**src/rtl/sa_fetch_unit.sv**
```systemverilog
// Sequential instruction fetch initiator for the set-associative I-cache.
// One access in flight at a time; fetched {pc, instr} pairs queue toward decode.
module sa_fetch_unit #(
  parameter logic [31:0] RESET_PC = 32'h0000_0000,
  parameter int          DEPTH    = 4,
  parameter int          CNT_W    = 3
) (
  input  logic             clk,
  input  logic             reset_n,
  output logic             cpu_req_out,
  output logic [31:0]      cpu_addr_out,
  input  logic             i_cache_busy_in,
  input  logic [31:0]      cache_data_in,
  input  logic             redirect_valid,
  input  logic [31:0]      redirect_pc,
  output logic             instr_valid_out,
  output logic [31:0]      instr_out,
  output logic [31:0]      instr_pc_out,
  input  logic             instr_ready_in,
  output logic [CNT_W-1:0] fifo_count_out
);

  // state | meaning
  // IDLE  | no access; waiting for FIFO space
  // ISSUE | request presented, cache samples req_addr this cycle
  // WAIT  | access outstanding; capture on first cycle busy is low
  // DROP  | access outstanding but redirected; its data is discarded
  localparam logic [1:0] S_IDLE  = 2'd0;
  localparam logic [1:0] S_ISSUE = 2'd1;
  localparam logic [1:0] S_WAIT  = 2'd2;
  localparam logic [1:0] S_DROP  = 2'd3;

  localparam int               PTR_W   = (DEPTH > 1) ? $clog2(DEPTH) : 1;
  localparam logic [CNT_W-1:0] DEPTH_C = CNT_W'(DEPTH);

  logic [1:0]       state_q, state_d;
  logic [31:0]      pc_q, pc_d;
  logic [31:0]      req_addr_q, req_addr_d;
  logic [CNT_W-1:0] count_q, count_d;
  logic [PTR_W-1:0] head_q, tail_q;
  logic [31:0]      mem_pc    [DEPTH];
  logic [31:0]      mem_instr [DEPTH];

  logic [31:0] redirect_al;
  logic [31:0] next_seq;
  logic        push;
  logic        pop;
  logic        has_space;

  assign redirect_al = redirect_pc & ~32'd3;
  assign next_seq    = req_addr_q + 32'd4;
  assign has_space   = count_q < DEPTH_C;

  // A redirect flushes the queue, so neither a capture nor a pop may land that cycle.
  assign push = (state_q == S_WAIT) && !i_cache_busy_in && !redirect_valid;
  assign pop  = instr_valid_out && instr_ready_in && !redirect_valid;

  always_comb begin
    count_d = count_q;
    if (push && !pop)
      count_d = count_q + CNT_W'(1);
    else if (!push && pop)
      count_d = count_q - CNT_W'(1);
    if (redirect_valid)
      count_d = '0;
  end

  always_comb begin
    state_d    = state_q;
    pc_d       = pc_q;
    req_addr_d = req_addr_q;
    if (redirect_valid) begin
      pc_d = redirect_al;
      case (state_q)
        S_IDLE: begin
          state_d    = S_ISSUE;
          req_addr_d = redirect_al;
        end
        S_ISSUE: state_d = S_DROP;
        S_WAIT: begin
          if (i_cache_busy_in) begin
            state_d = S_DROP;
          end else begin
            state_d    = S_ISSUE;
            req_addr_d = redirect_al;
          end
        end
        default: state_d = S_DROP;
      endcase
    end else begin
      case (state_q)
        S_IDLE: begin
          if (has_space) begin
            state_d    = S_ISSUE;
            req_addr_d = pc_q;
          end
        end
        S_ISSUE: state_d = S_WAIT;
        S_WAIT: begin
          if (!i_cache_busy_in) begin
            pc_d = next_seq;
            if (count_d < DEPTH_C) begin
              state_d    = S_ISSUE;
              req_addr_d = next_seq;
            end else begin
              state_d = S_IDLE;
            end
          end
        end
        default: begin
          if (!i_cache_busy_in) begin
            if (has_space) begin
              state_d    = S_ISSUE;
              req_addr_d = pc_q;
            end else begin
              state_d = S_IDLE;
            end
          end
        end
      endcase
    end
  end

  always_ff @(posedge clk or negedge reset_n) begin
    if (!reset_n) begin
      state_q    <= S_IDLE;
      pc_q       <= RESET_PC;
      req_addr_q <= RESET_PC;
      count_q    <= '0;
      head_q     <= '0;
      tail_q     <= '0;
    end else begin
      state_q    <= state_d;
      pc_q       <= pc_d;
      req_addr_q <= req_addr_d;
      count_q    <= count_d;
      if (redirect_valid) begin
        head_q <= '0;
        tail_q <= '0;
      end else begin
        if (push) tail_q <= tail_q + PTR_W'(1);
        if (pop)  head_q <= head_q + PTR_W'(1);
      end
    end
  end

  always_ff @(posedge clk or negedge reset_n) begin
    if (!reset_n) begin
      for (int i = 0; i < DEPTH; i++) begin
        mem_pc[i]    <= '0;
        mem_instr[i] <= '0;
      end
    end else if (push) begin
      mem_pc[tail_q]    <= req_addr_q;
      mem_instr[tail_q] <= cache_data_in;
    end
  end

  assign cpu_req_out     = (state_q != S_IDLE);
  assign cpu_addr_out    = req_addr_q;
  assign instr_valid_out = (count_q != '0);
  assign instr_out       = instr_valid_out ? mem_instr[head_q] : 32'd0;
  assign instr_pc_out    = instr_valid_out ? mem_pc[head_q]    : 32'd0;
  assign fifo_count_out  = count_q;

endmodule

```
**config.mk**
```make
export PLATFORM = sky130hd
export DESIGN_NAME = sa_fetch_unit
export DESIGN_NICKNAME = d
export VERILOG_FILES = /design/src/rtl/sa_fetch_unit.sv
export SDC_FILE = /design/constraint.sdc
export NUM_CORES = 1
export LEC_CHECK = 0
export CORE_MARGIN = 8
export CORE_UTILIZATION = 35
export DETAILED_ROUTE_END_ITERATION = 8
export SLEW_MARGIN = 10
export SYNTH_ARGS = -nofsm -noshare
export SYNTH_HDL_FRONTEND = slang
export SYNTH_SLANG_ARGS = --single-unit
export TNS_END_PERCENT = 50
```
**constraint.sdc**
```tcl
create_clock -name clk -period 3 [get_ports clk]
set_input_delay 0.6 -clock clk [delete_from_list [all_inputs] [get_ports clk]]
set_output_delay 0.6 -clock clk [all_outputs]
set_load 0.02 [all_outputs]
```
==> results of run 1 <==
[cells in the mapped netlist, types with 3 or more instances]
library cell,number,share of area [%]
dfrtp_1,329,52
xnor2_1,25,1.4
or4_1,3,0.14
buf_1,8,0.19
o21ai_0,75,2.4
mux2_2,228,16
a222oi_1,4,0.25
a221oi_1,4,0.22
nor3_2,3,0.19
o21ai_1,26,0.82
a22o_1,7,0.39
a21oi_1,33,1.0
and2_1,65,2.6
nand4_4,3,0.40
nand2b_1,4,0.16
xor2_1,8,0.44
buf_2,46,1.5
mux4_2,64,9.1
a22oi_1,28,1.3
nand3_1,10,0.32
clkbuf_1,44,1.0
o31a_1,6,0.33
nor2_1,56,1.3
nor3_1,9,0.28
and3_1,4,0.16
o22ai_1,5,0.20
a31oi_1,4,0.16
inv_1,14,0.33
nand4_1,8,0.32
nand2_1,81,1.9
buf_4,3,0.14
buf_6,4,0.28
ha_1,8,0.63
[cell usage in the layout, fill, tap and decap left out, drive strengths merged, types with 3 or more instances in the layout]
cell	instances
a31oi	4
xor2	8
clkbuf	82
dfrtp	329
buf	63
clkdlybuf4s15	14
a221oi	4
ha	8
a22oi	29
or4	5
mux4	64
and2	65
o31a	6
a222oi	4
nand2	82
mux2	230
nor2	58
and3	4
dlymetal6s2s	3
nor3	13
nand2b	4
o22ai	5
xnor2	25
nand3	12
clkdlybuf4s50	100
inv	16
o21ai	101
clkinv	14
nand4	11
a22o	7
a21oi	33
dlygate4sd2	15
nor4	3
[power by group]
group	internal [uW]	switching, uW	leakage, uW
clock	2660	1880	0.000609
sequential	5370	803	0.00438
combinational	3170	3610	0.00395
total	11200	6290	0.00894
[per-layer routing]
metal	global-route usage (%)	wire, um
met2	24.6	19200
met5	0	0
met3	4.06	2430
met1	21.5	19400
met4	4.04	755
[area by class of cell]
type / instances / area [um^2]
Clock buffer: 49 / 1050
Clock inverter: 18 / 165
Fill cell: 4152 / 25500
Inverter: 15 / 57.6
Multi-Input combinational cell: 806 / 7120
Sequential cell: 329 / 8240
Tap cell: 600 / 751
Timing Repair Buffer: 228 / 2230
[path summary, 6_finish.rpt]
| kind | start | cells past startpoint | slack, ps | end |
|---|---|---|---|---|
| max in group asynchronous | reset_n | 2 | 2140 | mem_pc[107]$_DFFE_PN0P_ |
| max reg2reg | cpu_addr_out[7]$_DFFE_PN0P_ | 6 | 660 | cpu_addr_out[27]$_DFFE_PN0P_ |
| min in group clk | mem_pc[82]$_DFFE_PN0P_ | 2 | 480 | mem_pc[82]$_DFFE_PN0P_ |
| min | reset_n | 1 | 50 | mem_pc[109]$_DFFE_PN0P_ |
| max | head_q[0]$_DFFE_PN0P_ | 5 | 90 | instr_pc_out[23] |
| min reg2reg | mem_pc[82]$_DFFE_PN0P_ | 2 | 480 | mem_pc[82]$_DFFE_PN0P_ |
[repair_timing]
| action | 4_1_cts | 5_1_grt |
|---|---|---|
| resized for setup | 75 | 78 |
| endpoints found under the setup margin | 65 | 57 |
| setup buffers | 0 | 2 |
| cloned | 0 | 2 |
| hold endpoints to repair | 0 | 0 |
[kinds of logic after synthesis]
| group | Yosys count | synth area share [%] |
|---|---|---|
| flops | 329 | 51.9 |
| mux | 296 | 25.5 |
| simple gates | 268 | 9.06 |
| compound gates | 201 | 7.61 |
| buf+inv | 120 | 3.47 |
| xor+xnor | 33 | 1.82 |
| fa+ha+maj | 8 | 0.631 |
[state kept, by name, summed over array words and instances (netlist names)]
signal	count
tail_q	2
cpu_addr_out	32
state_q	2
pc_q	32
head_q	2
fifo_count_out	3
mem_instr	128
mem_pc	128
[worst register-to-register path: cells and delay by family, from the launching register on]
kind | cells | cell delay (ps)
compound gates | 2 | 410
flops | 1 | 580
simple gates | 4 | 1290
[through the flow]
step                      std cells  total power [uW]  utilization (%)  setup slack, ps
after detailed placement       1974             13300             41.0              164
after global routing           2045             18500             43.5            -36.0
after floorplan                1255             10300                -              539
final                          2045             17500             43.5             88.0
after CTS                      2041             17700             43.6             -184
after global placement         1974             13200             41.0              207
==> results.md, run 1 <==
* Total routed wirelength at 41,800 um
* Chip height at 229 um
* Max rail drop VDD at 0.481 mV
* Total gr overflow at 0
* Clock latency on the worst-skew pair at 560 ps
* Slew headroom at 60.0%
* GP Congestion at 0.762
* CTS Buf Count at 38
* Initial antenna violation count at 0
* Synthesized flop and latch total at 329
* Register area share after synthesis at 51.9%
* Critical path type: register to output port
* Clk buf depth at 3
* WHS at 48.2 ps
* Worst Hold Class: input pin to async pin
* Worst-path clk slew at 60 ps
* Worst setup SP type: register
* CTS tree: done
* Slew @ Worst Pin at 600 ps
* Post-DP Area at 18,500 um^2
* Final HPWL DP at 26,700 um
* Crit share post-route at 97.1%
* Final setup TNS at 0 ps
* First-pass GRT wire length at 66,000 um
* Unrepaired setup endpoints after global routing: true
* Max-Cap Viols at 0
* Cell area after layout at 19,600 um^2
* Syn Nets at 1,332
* Ratio of cells with drive above 1 in the final layout at 33.1%
* Tot GR Track Use at 15.7%
* Initial Util at 35.2%
* Detailed Route Iter0 Violations at 687
* Buf/Inv on CP at 3
* # nets final at 1,495
* Slew Limit Fails at 0
* Syn Inst Count at 1,255
* Crit-path max FO at 10
* H-tree depth at 2
* Arrival time of the worst setup path at 2310 ps
* PwrDens at 891 nW/um^2
* Crit path largest cell delay at 490 ps
* Setup crit end kind: output port
* EDFF count, synth at 0
* Root Driver: clkbuf_16
* Drt pass-1 iters at 5
* Fin. Hold Viols at 0
* CP Cell Sequence: buf_12 > clkbuf_16 > mux4_2 > and2_1 > clkdlybuf4s15_1
* Pleak at 0.00894 uW
* Prevailing post-synth register cell: dfrtp_1
* Status: finished clean
* Top Ports at 170
* # setup viols final at 0
* DIE AREA at 52,400 um^2
* Post-Syn Area per Cell at 12.6 um^2
* Routed len/inst at 20.5 um
* Synth cell types at 59
* Critical Path RT at 2400 ps
* Core Area at 45,100 um^2
* Maximum clock rate at 343 MHz
* Routed vias at 10,721
* PortBufs at 167
* FFs w/ async S/R, synth at 100%
* CP delay by family, top: buffers and inverters
* Vias per inst at 5.24
* Die X at 229 um
* Rows at 78
* Hold buffers post-CTS at 0
* Clk_skew at 36.4 ps
* Vias in the first global route at 11,203
* P&R area growth vs syn at 23.6%
* Antenna viol nets, final at 0
* Post-Syn Area at 15,900 um^2
* Clock sink total at 329
* Number of synthesis warnings at 0
* Minimum clock period at 2910 ps
* Worst path slowest cell: dfrtp_4
* DRC violations left at 0
* Number of diodes at 0
* Largest net degree at the start of global routing at 80
Power figures use the tool's default switching activity.
==> run 2, diff against run 1 <==
--- a/config.mk
+++ b/config.mk
@@ -8,6 +8,7 @@
 export CORE_MARGIN = 8
 export CORE_UTILIZATION = 35
 export DETAILED_ROUTE_END_ITERATION = 8
+export SETUP_SLACK_MARGIN = 0.2
 export SLEW_MARGIN = 10
 export SYNTH_ARGS = -nofsm -noshare
 export SYNTH_HDL_FRONTEND = slang
==> constraint.sdc (replaced) <==
create_clock -name clk -period 3 [get_ports clk]
set_input_delay 0.9 -clock clk [delete_from_list [all_inputs] [get_ports clk]]
set_output_delay 0.9 -clock clk [all_outputs]
set_load 0.02 [all_outputs]
==> results.md, run 2 (synthesis gave the netlist of run 1 again) <==
* Detailed Route Iter0 Violations at 583
* CTS tree: done
* Placed insts at 2,001
* Met3 Resource Use GR at 3.43%
* Status: complete, but fails checks
* Minimum clock period at 3160 ps
* Routed vias at 10,908
* Critical Path RT at 2100 ps
* Number of diodes at 0
* Internal power at 12,500 uW
* Antenna viol nets, final at 0
* Drt pass-1 iters at 5
* Clk_skew at 20.9 ps
* R2R Path Start: cpu_addr_out[3]$_DFFE_PN0P_
* Critical path type: register to output port
* # setup viols final at 55
* Cell area after layout at 20,700 um^2
* Worst r2r dst: cpu_addr_out[24]$_DFFE_PN0P_
* DRC violations left at 0
* CTS Buf Count at 40
* Pleak at 0.00940 uW
* Hold buffers post-CTS at 0
* GR Util met2 at 26.5%
* Initial antenna violation count at 0
* Clock network fraction of total power at 24.8%
* Vias in the first global route at 11,577
* Clock latency on the worst-skew pair at 560 ps
* Chip height at 229 um
* Clock sink total at 329
* Largest net degree at the start of global routing at 73
* Net Switching at 6740 uW
* Die X at 229 um
* DIE AREA at 52,400 um^2
* Setup WS post-layout at -158 ps
* Commonest non-fill, non-tap cell in the layout: dfrtp_1
* GP Congestion at 0.781
* # nets final at 1,545
* Rows at 78
* R2r setup slk at 590 ps
* H-tree depth at 2
* Ratio of cells with drive above 1 in the final layout at 41.3%
* Total power at 19,300 uW
* Slew Limit Fails at 0
* Biggest regs: mem_instr (128), mem_pc (128)
* Slew headroom at 56.6%
* Worst setup SP type: register
* Max-Cap Viols at 0
* Met1 usage at 22.7%
* Total routed wirelength at 44,100 um
* Unrepaired setup endpoints after global routing: true
* Combinational share of power at 43.2%
* Tot GR Track Use at 16.6%
* Top Ports at 170
* PwrDens at 930 nW/um^2
* Fin. Hold Viols at 0
* Total gr overflow at 0
* Worst-path clk slew at 60 ps
* Worst r2r path cells at 7
* Crit-path max FO at 8
* Final Instance Count excl. Fillers at 2,095
* Routed len/inst at 21.0 um
* Final Util at 46.0%
* Worst Hold Class: input pin to async pin
* Seq pwr share at 32.0%
* Failing checks: setup timing
* Max rail drop VDD at 0.564 mV
* Initial Util at 35.2%
* Crit share post-route at 105%
* Slew @ Worst Pin at 651 ps
* Root Driver: clkbuf_16
* Commonest non-fill, non-tap cells in the layout: dfrtp_1 (321), mux2_2 (228), clkdlybuf4s50_1 (98)
* P&R area growth vs syn at 30.7%
* PortBufs at 167
* Pre-CTS WS at -70.7 ps
* Vias per inst at 5.21
* Post-DP Area at 18,800 um^2
* GR peak layer: met2
* First-pass GRT wire length at 69,100 um
* Final HPWL DP at 28,700 um
* Arrival time of the worst setup path at 2260 ps
* Maximum clock rate at 317 MHz
* Switching share of power at 34.9%
* Core Area at 45,100 um^2
* Clk buf depth at 3
* Setup crit end kind: output port
-- run 2: metrics by stage --
stage               hold slack [ps]  TNS, ps
global placement                457    -1880
finish                          337    -3910
floorplan                       445        0
CTS                             346    -7850
global route                    367    -8470
detailed placement              469    -3490
-- run 2: timing repair --
action	CTS	global route
setup buffers	16	1
endpoints found under the setup margin	69	68
gates cloned	6	2
pin swaps	6	26
gates resized for setup	364	85
-- run 2: metal layers --
metal	part of all wire, %	up-vias	routed length (um)
met2	47	236	20500
met5	0	-	0
li1	-	4960	-
met4	2.1	0	930
met3	5.0	61	2200
met1	46	5651	20400
-- run 2: layout make-up --
class	instances	area, um^2
Fill cell	4102	24400
Sequential cell	329	8250
Multi-Input combinational cell	806	7270
Timing Repair Buffer	276	3120
Clock buffer	52	1110
Tap cell	600	751
Clock inverter	17	180
Inverter	15	62.6
-- run 2: worst max-delay path by stage --
stage,start,slack (ps),to,cells after the start
final,head_q[0]$_DFFE_PN0P_,-160,instr_pc_out[10],6
after global routing,head_q[0]$_DFFE_PN0P_,-210,instr_pc_out[10],6
after CTS,head_q[0]$_DFFE_PN0P_,-190,instr_pc_out[10],6
after detailed placement,i_cache_busy_in,-70,mem_instr[32]$_DFFE_PN0P_,7
after global placement,instr_ready_in,-40,cpu_addr_out[4]$_DFFE_PN0P_,7
after floorplan,head_q[0]$_DFFE_PN0P_,240,instr_pc_out[24],4
-- run 2: critical path, stage by stage (launching register included) --
cell     delay, ps
dfrtp_4        490
buf_12         170
buf_12         130
buf_16         140
mux4_2         450
and2_4         190
buf_6          130
-- run 2: power groups by stage --
| stage | clock, uW | combinational (uW) | sequential, uW |
|---|---|---|---|
| 2_1_floorplan | 0 | 4210 | 6080 |
| 3_3_place_gp | 0 | 7180 | 6200 |
| 3_5_place_dp | 0 | 7250 | 6260 |
| 4_1_cts | 4940 | 7860 | 6160 |
| 5_1_grt | 5090 | 8950 | 6320 |
| 6_report | 4780 | 8320 | 6170 |
